==> src/rtl/spec_adder_pkg.sv <==
// Shared types and defaults for the speculative variable-latency adder.
// Contents: FSM state enum, default WIDTH/BLK/CNT_W, configuration legality check.
package spec_adder_pkg;

  localparam int unsigned DEF_WIDTH = 16;
  localparam int unsigned DEF_BLK   = 4;
  localparam int unsigned DEF_CNT_W = 16;

  typedef enum logic [1:0] {
    IDLE = 2'd0,
    EVAL = 2'd1,
    FIX  = 2'd2,
    OUT  = 2'd3
  } state_e;

  // WIDTH must split evenly into blocks of at least two bits.
  function automatic bit cfg_ok(input int unsigned width, input int unsigned blk);
    return (blk >= 2) && (width >= blk) && ((width % blk) == 0);
  endfunction

endpackage

==> src/rtl/spec_cla_block.sv <==
// BLK-bit carry-lookahead block.
// Ports: a, b (operand slices), ci (carry-in) -> s (sum slice), co (carry-out),
//        p (group propagate), g (group generate). p/g do not depend on ci.
module spec_cla_block
  import spec_adder_pkg::*;
#(
  parameter int unsigned BLK = DEF_BLK
) (
  input  logic [BLK-1:0] a,
  input  logic [BLK-1:0] b,
  input  logic           ci,
  output logic [BLK-1:0] s,
  output logic           co,
  output logic           p,
  output logic           g
);

  logic [BLK-1:0] prop;
  logic [BLK-1:0] gen;

  // Bit carries and group generate folded from the bit-level P/G terms.
  always_comb begin
    logic carry;
    logic gg;
    prop  = a ^ b;
    gen   = a & b;
    s     = '0;
    carry = ci;
    gg    = 1'b0;
    for (int unsigned i = 0; i < BLK; i++) begin
      s[i]  = prop[i] ^ carry;
      carry = gen[i] | (prop[i] & carry);
      gg    = gen[i] | (prop[i] & gg);
    end
    p  = &prop;
    g  = gg;
    co = gg | (&prop & ci);
  end

endmodule

==> src/rtl/spec_var_latency_adder.sv <==
// Variable-latency speculative adder with valid/ready handshake.
// Blocks above block 0 start from a predicted carry (generate of the MSB below);
// a P/G chain yields the true block carries and flags mispredictions.
// Optional macro ERROR_RECOVERY_EN: adds the FIX state and exact-sum path so
// mispredicted results cost one extra cycle but are delivered exact.
// Ports: clk, rst (sync, active-high); in_valid/in_ready, a, b, cin (operands);
//        out_valid/out_ready, sum, cout, spec_err, exact (result);
//        err_cnt (saturating misprediction count).
module spec_var_latency_adder
  import spec_adder_pkg::*;
#(
  parameter int unsigned WIDTH = DEF_WIDTH,
  parameter int unsigned BLK   = DEF_BLK,
  parameter int unsigned CNT_W = DEF_CNT_W
) (
  input  logic             clk,
  input  logic             rst,
  input  logic             in_valid,
  output logic             in_ready,
  input  logic [WIDTH-1:0] a,
  input  logic [WIDTH-1:0] b,
  input  logic             cin,
  output logic             out_valid,
  input  logic             out_ready,
  output logic [WIDTH-1:0] sum,
  output logic             cout,
  output logic             spec_err,
  output logic             exact,
  output logic [CNT_W-1:0] err_cnt
);

  localparam int unsigned NB = WIDTH / BLK;
  localparam logic [CNT_W-1:0] CNT_MAX = '1;

  if (!cfg_ok(WIDTH, BLK)) begin : g_cfg_check
    $error("spec_var_latency_adder: WIDTH must be a multiple of BLK and BLK >= 2");
  end

  state_e           state_q, state_d;
  logic [WIDTH-1:0] a_q, a_d, b_q, b_d;
  logic             cin_q, cin_d;
  logic [WIDTH-1:0] sum_q, sum_d;
  logic             cout_q, cout_d;
  logic             spec_err_q, spec_err_d;
  logic             exact_q, exact_d;
  logic             out_valid_q, out_valid_d;
  logic [CNT_W-1:0] err_cnt_q, err_cnt_d;

  logic [NB-1:0]    pc;
  logic [NB-1:0]    blk_p;
  logic [NB-1:0]    blk_g;
  logic [NB-1:0]    blk_co;
  logic [NB:0]      ac;
  logic [WIDTH-1:0] spec_sum;
  logic             spec_cout;
  logic             err_c;
  logic             in_ready_c;
  logic             accept_c;

  // Predicted block carries: exact cin for block 0, MSB generate below otherwise.
  always_comb begin
    pc    = '0;
    pc[0] = cin_q;
    for (int unsigned k = 1; k < NB; k++) begin
      pc[k] = a_q[k*BLK-1] & b_q[k*BLK-1];
    end
  end

  for (genvar k = 0; k < NB; k++) begin : g_blk
    spec_cla_block #(.BLK(BLK)) u_cla (
      .a  (a_q[k*BLK +: BLK]),
      .b  (b_q[k*BLK +: BLK]),
      .ci (pc[k]),
      .s  (spec_sum[k*BLK +: BLK]),
      .co (blk_co[k]),
      .p  (blk_p[k]),
      .g  (blk_g[k])
    );
  end

  assign spec_cout = blk_co[NB-1];

  // True block carries from the group P/G chain; prediction can only miss a carry.
  always_comb begin
    logic carry;
    ac    = '0;
    err_c = 1'b0;
    carry = cin_q;
    ac[0] = carry;
    for (int unsigned k = 0; k < NB; k++) begin
      carry   = blk_g[k] | (blk_p[k] & carry);
      ac[k+1] = carry;
    end
    for (int unsigned k = 1; k < NB; k++) begin
      err_c = err_c | (ac[k] & ~pc[k]);
    end
  end

  // Lower-block carry-outs are superseded by the P/G chain.
  logic unused_sink;

`ifdef ERROR_RECOVERY_EN
  logic [WIDTH-1:0] exact_sum;
  logic             exact_cout;

  // Exact sum: each block re-evaluated from its true carry-in.
  always_comb begin
    logic        carry;
    int unsigned j;
    exact_sum = '0;
    for (int unsigned k = 0; k < NB; k++) begin
      carry = ac[k];
      for (int unsigned i = 0; i < BLK; i++) begin
        j            = k * BLK + i;
        exact_sum[j] = a_q[j] ^ b_q[j] ^ carry;
        carry        = (a_q[j] & b_q[j]) | ((a_q[j] ^ b_q[j]) & carry);
      end
    end
  end

  assign exact_cout  = ac[NB];
  assign unused_sink = ^blk_co;
`else
  assign unused_sink = ^{blk_co, ac[NB]};
`endif

  assign in_ready_c = (state_q == IDLE) | ((state_q == OUT) & out_ready);
  assign accept_c   = in_valid & in_ready_c;

  // Next-state, operand capture and result loading.
  always_comb begin
    state_d     = state_q;
    a_d         = a_q;
    b_d         = b_q;
    cin_d       = cin_q;
    sum_d       = sum_q;
    cout_d      = cout_q;
    spec_err_d  = spec_err_q;
    exact_d     = exact_q;
    out_valid_d = out_valid_q;
    err_cnt_d   = err_cnt_q;

    if (accept_c) begin
      a_d   = a;
      b_d   = b;
      cin_d = cin;
    end

    case (state_q)
      IDLE: begin
        if (accept_c) state_d = EVAL;
      end
      EVAL: begin
        if (err_c && (err_cnt_q != CNT_MAX)) err_cnt_d = err_cnt_q + CNT_W'(1);
`ifdef ERROR_RECOVERY_EN
        if (err_c) begin
          state_d = FIX;
        end else begin
`else
        begin
`endif
          sum_d       = spec_sum;
          cout_d      = spec_cout;
          spec_err_d  = err_c;
          exact_d     = ~err_c;
          out_valid_d = 1'b1;
          state_d     = OUT;
        end
      end
      FIX: begin
`ifdef ERROR_RECOVERY_EN
        sum_d       = exact_sum;
        cout_d      = exact_cout;
        spec_err_d  = 1'b1;
        exact_d     = 1'b1;
        out_valid_d = 1'b1;
        state_d     = OUT;
`else
        state_d     = IDLE;
`endif
      end
      OUT: begin
        if (out_ready) begin
          out_valid_d = 1'b0;
          state_d     = in_valid ? EVAL : IDLE;
        end
      end
      default: state_d = IDLE;
    endcase
  end

  always_ff @(posedge clk) begin
    if (rst) begin
      state_q     <= IDLE;
      a_q         <= '0;
      b_q         <= '0;
      cin_q       <= 1'b0;
      sum_q       <= '0;
      cout_q      <= 1'b0;
      spec_err_q  <= 1'b0;
      exact_q     <= 1'b0;
      out_valid_q <= 1'b0;
      err_cnt_q   <= '0;
    end else begin
      state_q     <= state_d;
      a_q         <= a_d;
      b_q         <= b_d;
      cin_q       <= cin_d;
      sum_q       <= sum_d;
      cout_q      <= cout_d;
      spec_err_q  <= spec_err_d;
      exact_q     <= exact_d;
      out_valid_q <= out_valid_d;
      err_cnt_q   <= err_cnt_d;
    end
  end

  assign in_ready  = in_ready_c;
  assign out_valid = out_valid_q;
  assign sum       = sum_q;
  assign cout      = cout_q;
  assign spec_err  = spec_err_q;
  assign exact     = exact_q;
  assign err_cnt   = err_cnt_q;

endmodule

==> config.mk <==
export PLATFORM = sky130hd
export DESIGN_NAME = spec_var_latency_adder
export DESIGN_NICKNAME = d
export VERILOG_FILES = /design/src/rtl/spec_adder_pkg.sv /design/src/rtl/spec_cla_block.sv /design/src/rtl/spec_var_latency_adder.sv
export SDC_FILE = /design/constraint.sdc
export NUM_CORES = 1
export LEC_CHECK = 0
export CELL_PAD_IN_SITES_DETAIL_PLACEMENT = 1
export CELL_PAD_IN_SITES_GLOBAL_PLACEMENT = 1
export CORE_ASPECT_RATIO = 1.25
export CORE_UTILIZATION = 37
export CTS_CLUSTER_DIAMETER = 80
export DETAILED_ROUTE_END_ITERATION = 16
export GPL_ROUTABILITY_DRIVEN = 0
export GPL_TIMING_DRIVEN = 0
export HOLD_SLACK_MARGIN = 0.08
export PLACE_DENSITY_LB_ADDON = 0.1
export SLEW_MARGIN = 15
export SYNTH_ARGS = -nofsm -noshare
export SYNTH_HDL_FRONTEND = slang
export SYNTH_SLANG_ARGS = --single-unit
export TNS_END_PERCENT = 30
==> constraint.sdc <==
create_clock -name clk -period 2.7 [get_ports clk]
set_input_delay 0.27 -clock clk [delete_from_list [all_inputs] [get_ports clk]]
set_output_delay 0.27 -clock clk [all_outputs]
set_load 0.02 [all_outputs]
Word-level counts from Yosys, hierarchy flattened
Index checks and enable logic that the tools add are counted.
- register bits: 71
- bits of input ports: 37
- output and inout bits: 37
- word-level logic and storage cells: 128
- $add $sub $neg: 1
- equality and inequality tests: 6
- multiplexer cells: 6
- bitwise logic cells: 95
- reductions and logical operators: 10
- operators with widths (operator ; count):
    1-bit AND ; 36
    1-bit OR ; 31
    16-bit by 1-bit adder with 16-bit output, second input constant ; 1
    4-bit AND ; 4
    16-bit != test, second input constant ; 1
    4-bit AND reduction ; 4
    1-bit XOR ; 16
    4-bit XOR ; 4
    2-bit case mux with 4 select lines ; 1
    2-bit AND reduction ; 3
    2-bit equality test, second input constant ; 2
    2-bit 2-to-1 mux ; 2
    2-bit != test, second input constant ; 2
    1-bit inverter ; 4
    2-bit by 1-bit equality test with 1-bit output, second input constant ; 1
    2-bit logical NOT ; 1
    1-bit 2-to-1 mux ; 2
    1-bit case mux with 2 select lines ; 1
    2-bit nonzero test ; 1
    1-bit logical AND ; 1

Depth between registers and ports, before layout
- depth in word-level cells: 16
- gate-level depth with buffers: 8
- gate-level depth less buffers: 8

Hierarchy
Synthesis repeated with hierarchy kept, for this count alone.
- cells, all modules: 438
- area total of the unflattened synthesis: 3565.9 um2
- by module, submodules not included (module ; times used ; cells an instance ; area each (um2) ; seq. area each (um2)):
    spec_var_latency_adder ; 1 ; 358 ; 2865.2 ; 1421.4
    spec_cla_block ; 4 ; 20 ; 175.2 ; 0.0

Worst setup path before layout
Ideal clock, no wire load.
- kind: register to register
- start: register a_q[10]
- end: register err_cnt_q[1], in the netlist err_cnt[1]
- library setup time: 115 ps
- arrival: 1882 ps
- required time: 2585 ps
- path slack: 703 ps
- cell stages (with the launch flop): 9
- path buffers: 2
- period minus slack after synthesis: 1997 ps
- cells stage by stage: dfxtp_1 -> ha_1 -> a21oi_1 -> o32ai_1 -> a311oi_2 -> buf_4 -> buf_2 -> nor4_1 -> o21a_1
- longest elaborated chain between the ends: 10
- elaborated cells between the ends (all ways): 13
- classes of those cells: bitwise: 10; reduce/logical: 3
- RTL lines (element ; RTL line ; RTL):
    start: declaration ; spec_var_latency_adder.sv:40 ; logic [WIDTH-1:0] a_q, a_d, b_q, b_d;
    start signal: assignment ; spec_var_latency_adder.sv:195 ; a_q <= '0;
    start signal: assignment ; spec_var_latency_adder.sv:206 ; a_q <= a_d;
    4-bit XOR ; spec_cla_block.sv:25 ; prop = a ^ b;
    1-bit AND ; spec_cla_block.sv:33 ; gg = gen[i] | (prop[i] & gg);
    1-bit OR ; spec_cla_block.sv:33 ;
    1-bit AND ; spec_cla_block.sv:33 ;
    1-bit OR ; spec_cla_block.sv:33 ;
    1-bit OR * ; spec_var_latency_adder.sv:91 ; carry = blk_g[k] | (blk_p[k] & carry);
    1-bit AND * ; spec_var_latency_adder.sv:95 ; err_c = err_c | (ac[k] & ~pc[k]);
    1-bit OR * ; spec_var_latency_adder.sv:95 ;
    1-bit logical AND * ; spec_var_latency_adder.sv:154 ; if (err_c && (err_cnt_q != CNT_MAX)) err_cnt_d = err_cnt_q + CNT_W'(1);
    2-bit AND reduction (no source line) * ; -- ;
    end signal: assignment ; spec_var_latency_adder.sv:214 ; err_cnt_q <= err_cnt_d;
    end: declaration ; spec_var_latency_adder.sv:47 ; logic [CNT_W-1:0] err_cnt_q, err_cnt_d;
Mark *: on every way between the ends. The rest lies on a longest branch, timed or not.
A chain may end at the register's enable or synchronous reset.

Worst setup path after layout
- start: register a_q[10]
- end: register spec_err_q, in the netlist spec_err
- longest elaborated chain between the ends: 8
- elaborated cells between the ends (all ways): 11
- classes of those cells: bitwise: 10; reduce/logical: 1
- RTL lines (element ; RTL line ; RTL):
    4-bit XOR ; spec_cla_block.sv:25 ;
    1-bit AND ; spec_cla_block.sv:33 ;
    1-bit OR ; spec_cla_block.sv:33 ;
    1-bit AND ; spec_cla_block.sv:33 ;
    1-bit OR ; spec_cla_block.sv:33 ;
    1-bit OR * ; spec_var_latency_adder.sv:91 ;
    1-bit AND * ; spec_var_latency_adder.sv:95 ;
    1-bit OR * ; spec_var_latency_adder.sv:95 ;
    end signal: assignment ; spec_var_latency_adder.sv:211 ; spec_err_q <= spec_err_d;
    end: declaration ; spec_var_latency_adder.sv:44 ; logic spec_err_q, spec_err_d;
Marked as above.

==> Flow_metrics.wiki <==
{| class="wikitable"
! Metric !! Value
|-
| F_max || 397.6 MHz
|-
| I/O pin total || 74
|-
| Overall Global Routing Usage || 0.2227
|-
| Commonest non-fill, non-tap cells in the layout || sky130_fd_sc_hd__nand2_1, sky130_fd_sc_hd__clkdlybuf4s50_1, sky130_fd_sc_hd__dfxtp_1
|-
| Non-filler instance count after layout || 620
|-
| Routed via count divided by cell count || 5.081
|-
| Post-route fraction of the period consumed by the critical path || 0.9315
|-
| Setup_tns || 0 ns
|-
| Result of the run || completed
|-
| Static Leak || 0.001792 uW
|-
| Row count || 39
|-
| Gate count of the mapped netlist || 408
|-
| Cell area after technology mapping || 3442 um^2
|-
| Setup violators final || 0
|-
| Kind of end point of the critical path || flip-flop
|-
| Remaining antenna violation count || 0
|-
| Routed Wire Length || 9.943 mm
|-
| Setup repair after global routing missed its margin || no
|-
| Clock buffer count from CTS || 9
|-
| CTS tree || done
|-
| GRT Residual Overflow || 0
|-
| Number of hold buffers added after cts || 0
|-
| Count of pins over their slew limit || 0
|-
| Antenna Diode Count || 0
|-
| Total nets after synthesis || 474
|-
| Data arrival time of the critical path || 2.74 ns
|-
| Category of the most critical setup path || flip-flop to flip-flop
|-
| Area grow syn2layout || 35.11%
|-
| Fin util || 0.5124
|-
| Proportion of synthesized flip-flops having asynchronous set or reset || 0
|-
| Final hold viol count || 0
|-
| Root buffer cell || sky130_fd_sc_hd__clkbuf_16
|-
| Global-route wire length before repair || 16.01 mm
|-
| Initial antenna violation count || 0
|-
| Primary flip-flop cell chosen by synthesis mapping || sky130_fd_sc_hd__dfxtp_1
|-
| Shortest period the worst path allows || 2.515 ns
|-
| Number of placed instances, taps included || 604
|-
| Die Span Y || 109.8 um
|-
| CP Data Required Time || 2.92 ns
|-
| Number of buffers on the longest clock path || 2
|-
| Worst min-delay path class || flip-flop to flip-flop
|-
| Clock Skew || 0.007327 ns
|-
| Depth of the CTS H-tree || 3
|-
| Per-cell routed wire length || 16.04 um
|-
| Clock slew at reported path FFs || 0.06 ns
|-
| Maximum VDD drop || 359.2 uV
|-
| Largest net degree at the start of global routing || 13
|-
| Number of max-cap violations || 0
|-
| Avg Synthesized Cell Area || 8.436 um^2
|-
| Count of unresolved DRC violations after routing || 0
|-
| FF+latch count, synth || 71
|-
| Worst hold slack || 0.4585 ns
|-
| Width of the die || 88.27 um
|-
| Number of sinks handled by clock tree synthesis || 71
|-
| Initial standard-cell utilization of the core || 0.3792
|-
| Synthesis Warnings || 0
|-
| Count of cell types in the netlist || 41
|-
| Via count of the first global-routing pass || 3284
|-
| Area of the core region || 9076 um^2
|-
| Seq/Total Area, Yosys || 0.4129
|-
| Most frequent standard cell in the layout excluding fill and tap cells || sky130_fd_sc_hd__nand2_1
|-
| Via total after detailed routing || 3150
|-
| EDFF count, synth || 0
|-
| Count of routing violations after the opening detailed-route iteration || 128
|-
| Worst Path Max Fanout || 10
|-
| Estimated wirelength of the detail-placed design || 7.658 mm
|-
| PortBufs || 73
|-
| Drt pass-1 iters || 4
|-
| Die Footprint || 9695 um^2
|-
| Worst Tran Pin Value || 0.6355 ns
|-
| Slew margin rel. || 0.5763
|-
| Clock latency of the later-clocked register in the worst-skew pair || 0.33 ns
|-
| Count of nets after finishing || 558
|-
| Layout cell share with drive strength beyond 1 || 0.06237
|-
| Critical path startpoint category || flip-flop
|-
| Power per cell area || 600.3 nW/um^2
|}
[state kept, by name, indices dropped and copies added, names as in the netlist]
signal,flops
state_q,2
b_q,16
sum,16
exact,1
cin_q,1
spec_err,1
a_q,16
err_cnt,16
cout,1
out_valid,1
[area by class of cell]
type,instances,area [um^2]
Buffer,23,100.1
Clock buffer,9,225.2
Clock inverter,7,87.58
Fill cell,1098,4425
Inverter,20,75.07
Multi-Input combinational cell,294,1857
Sequential cell,71,1421
Tap cell,123,153.9
Timing Repair Buffer,73,730.7
[final timing paths]
check	from	endpoint	slack [ns]	depth (start not counted)
worst min register to register	exact	exact	0.46	2
worst max-delay path	a_q[10]	spec_err	0.19	8
worst max register to register	a_q[10]	spec_err	0.19	8
worst min-delay path	exact	exact	0.46	2
[metal layers]
metal | track usage | share of wire
met4 | 0.1014 | 0.019
met2 | 0.4187 | 0.55
met3 | 0.02928 | 0.025
met5 | 0 | 0
met1 | 0.2441 | 0.40
[synthesized netlist by cell type, drive strengths merged (5+ instances only)]
cell type | n | area [um^2]
a211oi | 10 | 75.07
nand4 | 8 | 50.05
ha | 17 | 212.7
and2 | 5 | 32.53
nand2 | 99 | 371.6
or4 | 5 | 37.54
nor2 | 21 | 78.83
fa | 12 | 240.2
nor2b | 9 | 56.30
clkbuf | 12 | 45.04
o31ai | 5 | 37.54
mux2 | 7 | 78.82
buf | 11 | 55.06
o21ai | 5 | 25.02
dfxtp | 71 | 1421
a21oi | 59 | 295.3
inv | 20 | 75.07
[cells by family after synthesis]
group           share of synthesized area
compound gates                     0.1505
xor+xnor                          0.01018
fa+ha+maj                          0.1316
buf+inv                           0.05089
flops                              0.4129
mux                               0.02290
simple gates                       0.2210
[worst max-delay path: stages, from the launching register on]
cell                       delay, ns
sky130_fd_sc_hd__dfxtp_1        0.34
sky130_fd_sc_hd__ha_1           0.32
sky130_fd_sc_hd__a21oi_1        0.24
sky130_fd_sc_hd__o32ai_1        0.17
sky130_fd_sc_hd__a311oi_4       0.54
sky130_fd_sc_hd__buf_4          0.28
sky130_fd_sc_hd__buf_2          0.25
sky130_fd_sc_hd__nand2_1        0.11
sky130_fd_sc_hd__o211a_1        0.16
[through the flow]
stage	instance area [um^2]	total power [uW]	worst slack, ns
final	4651	2792	0.1851
after global routing	4651	2921	0.08654
after CTS	4639	2821	0.04797
after detailed placement	4327	1567	0.07294
after global placement	4327	1554	0.05912
after floorplan	3442	1377	0.7035
[power by group]
part           total [uW]  internal, uW  switching [uW]
combinational         388           173             216
clock                1250           801             448
sequential           1150          1110            47.9
[repair_timing]
| item | in CTS | in global routing |
|---|---|---|
| gates resized for setup | 0 | 1 |
| setup endpoints to repair | 0 | 9 |
| setup buffers | 0 | 0 |
Power figures use the tool's default switching activity.
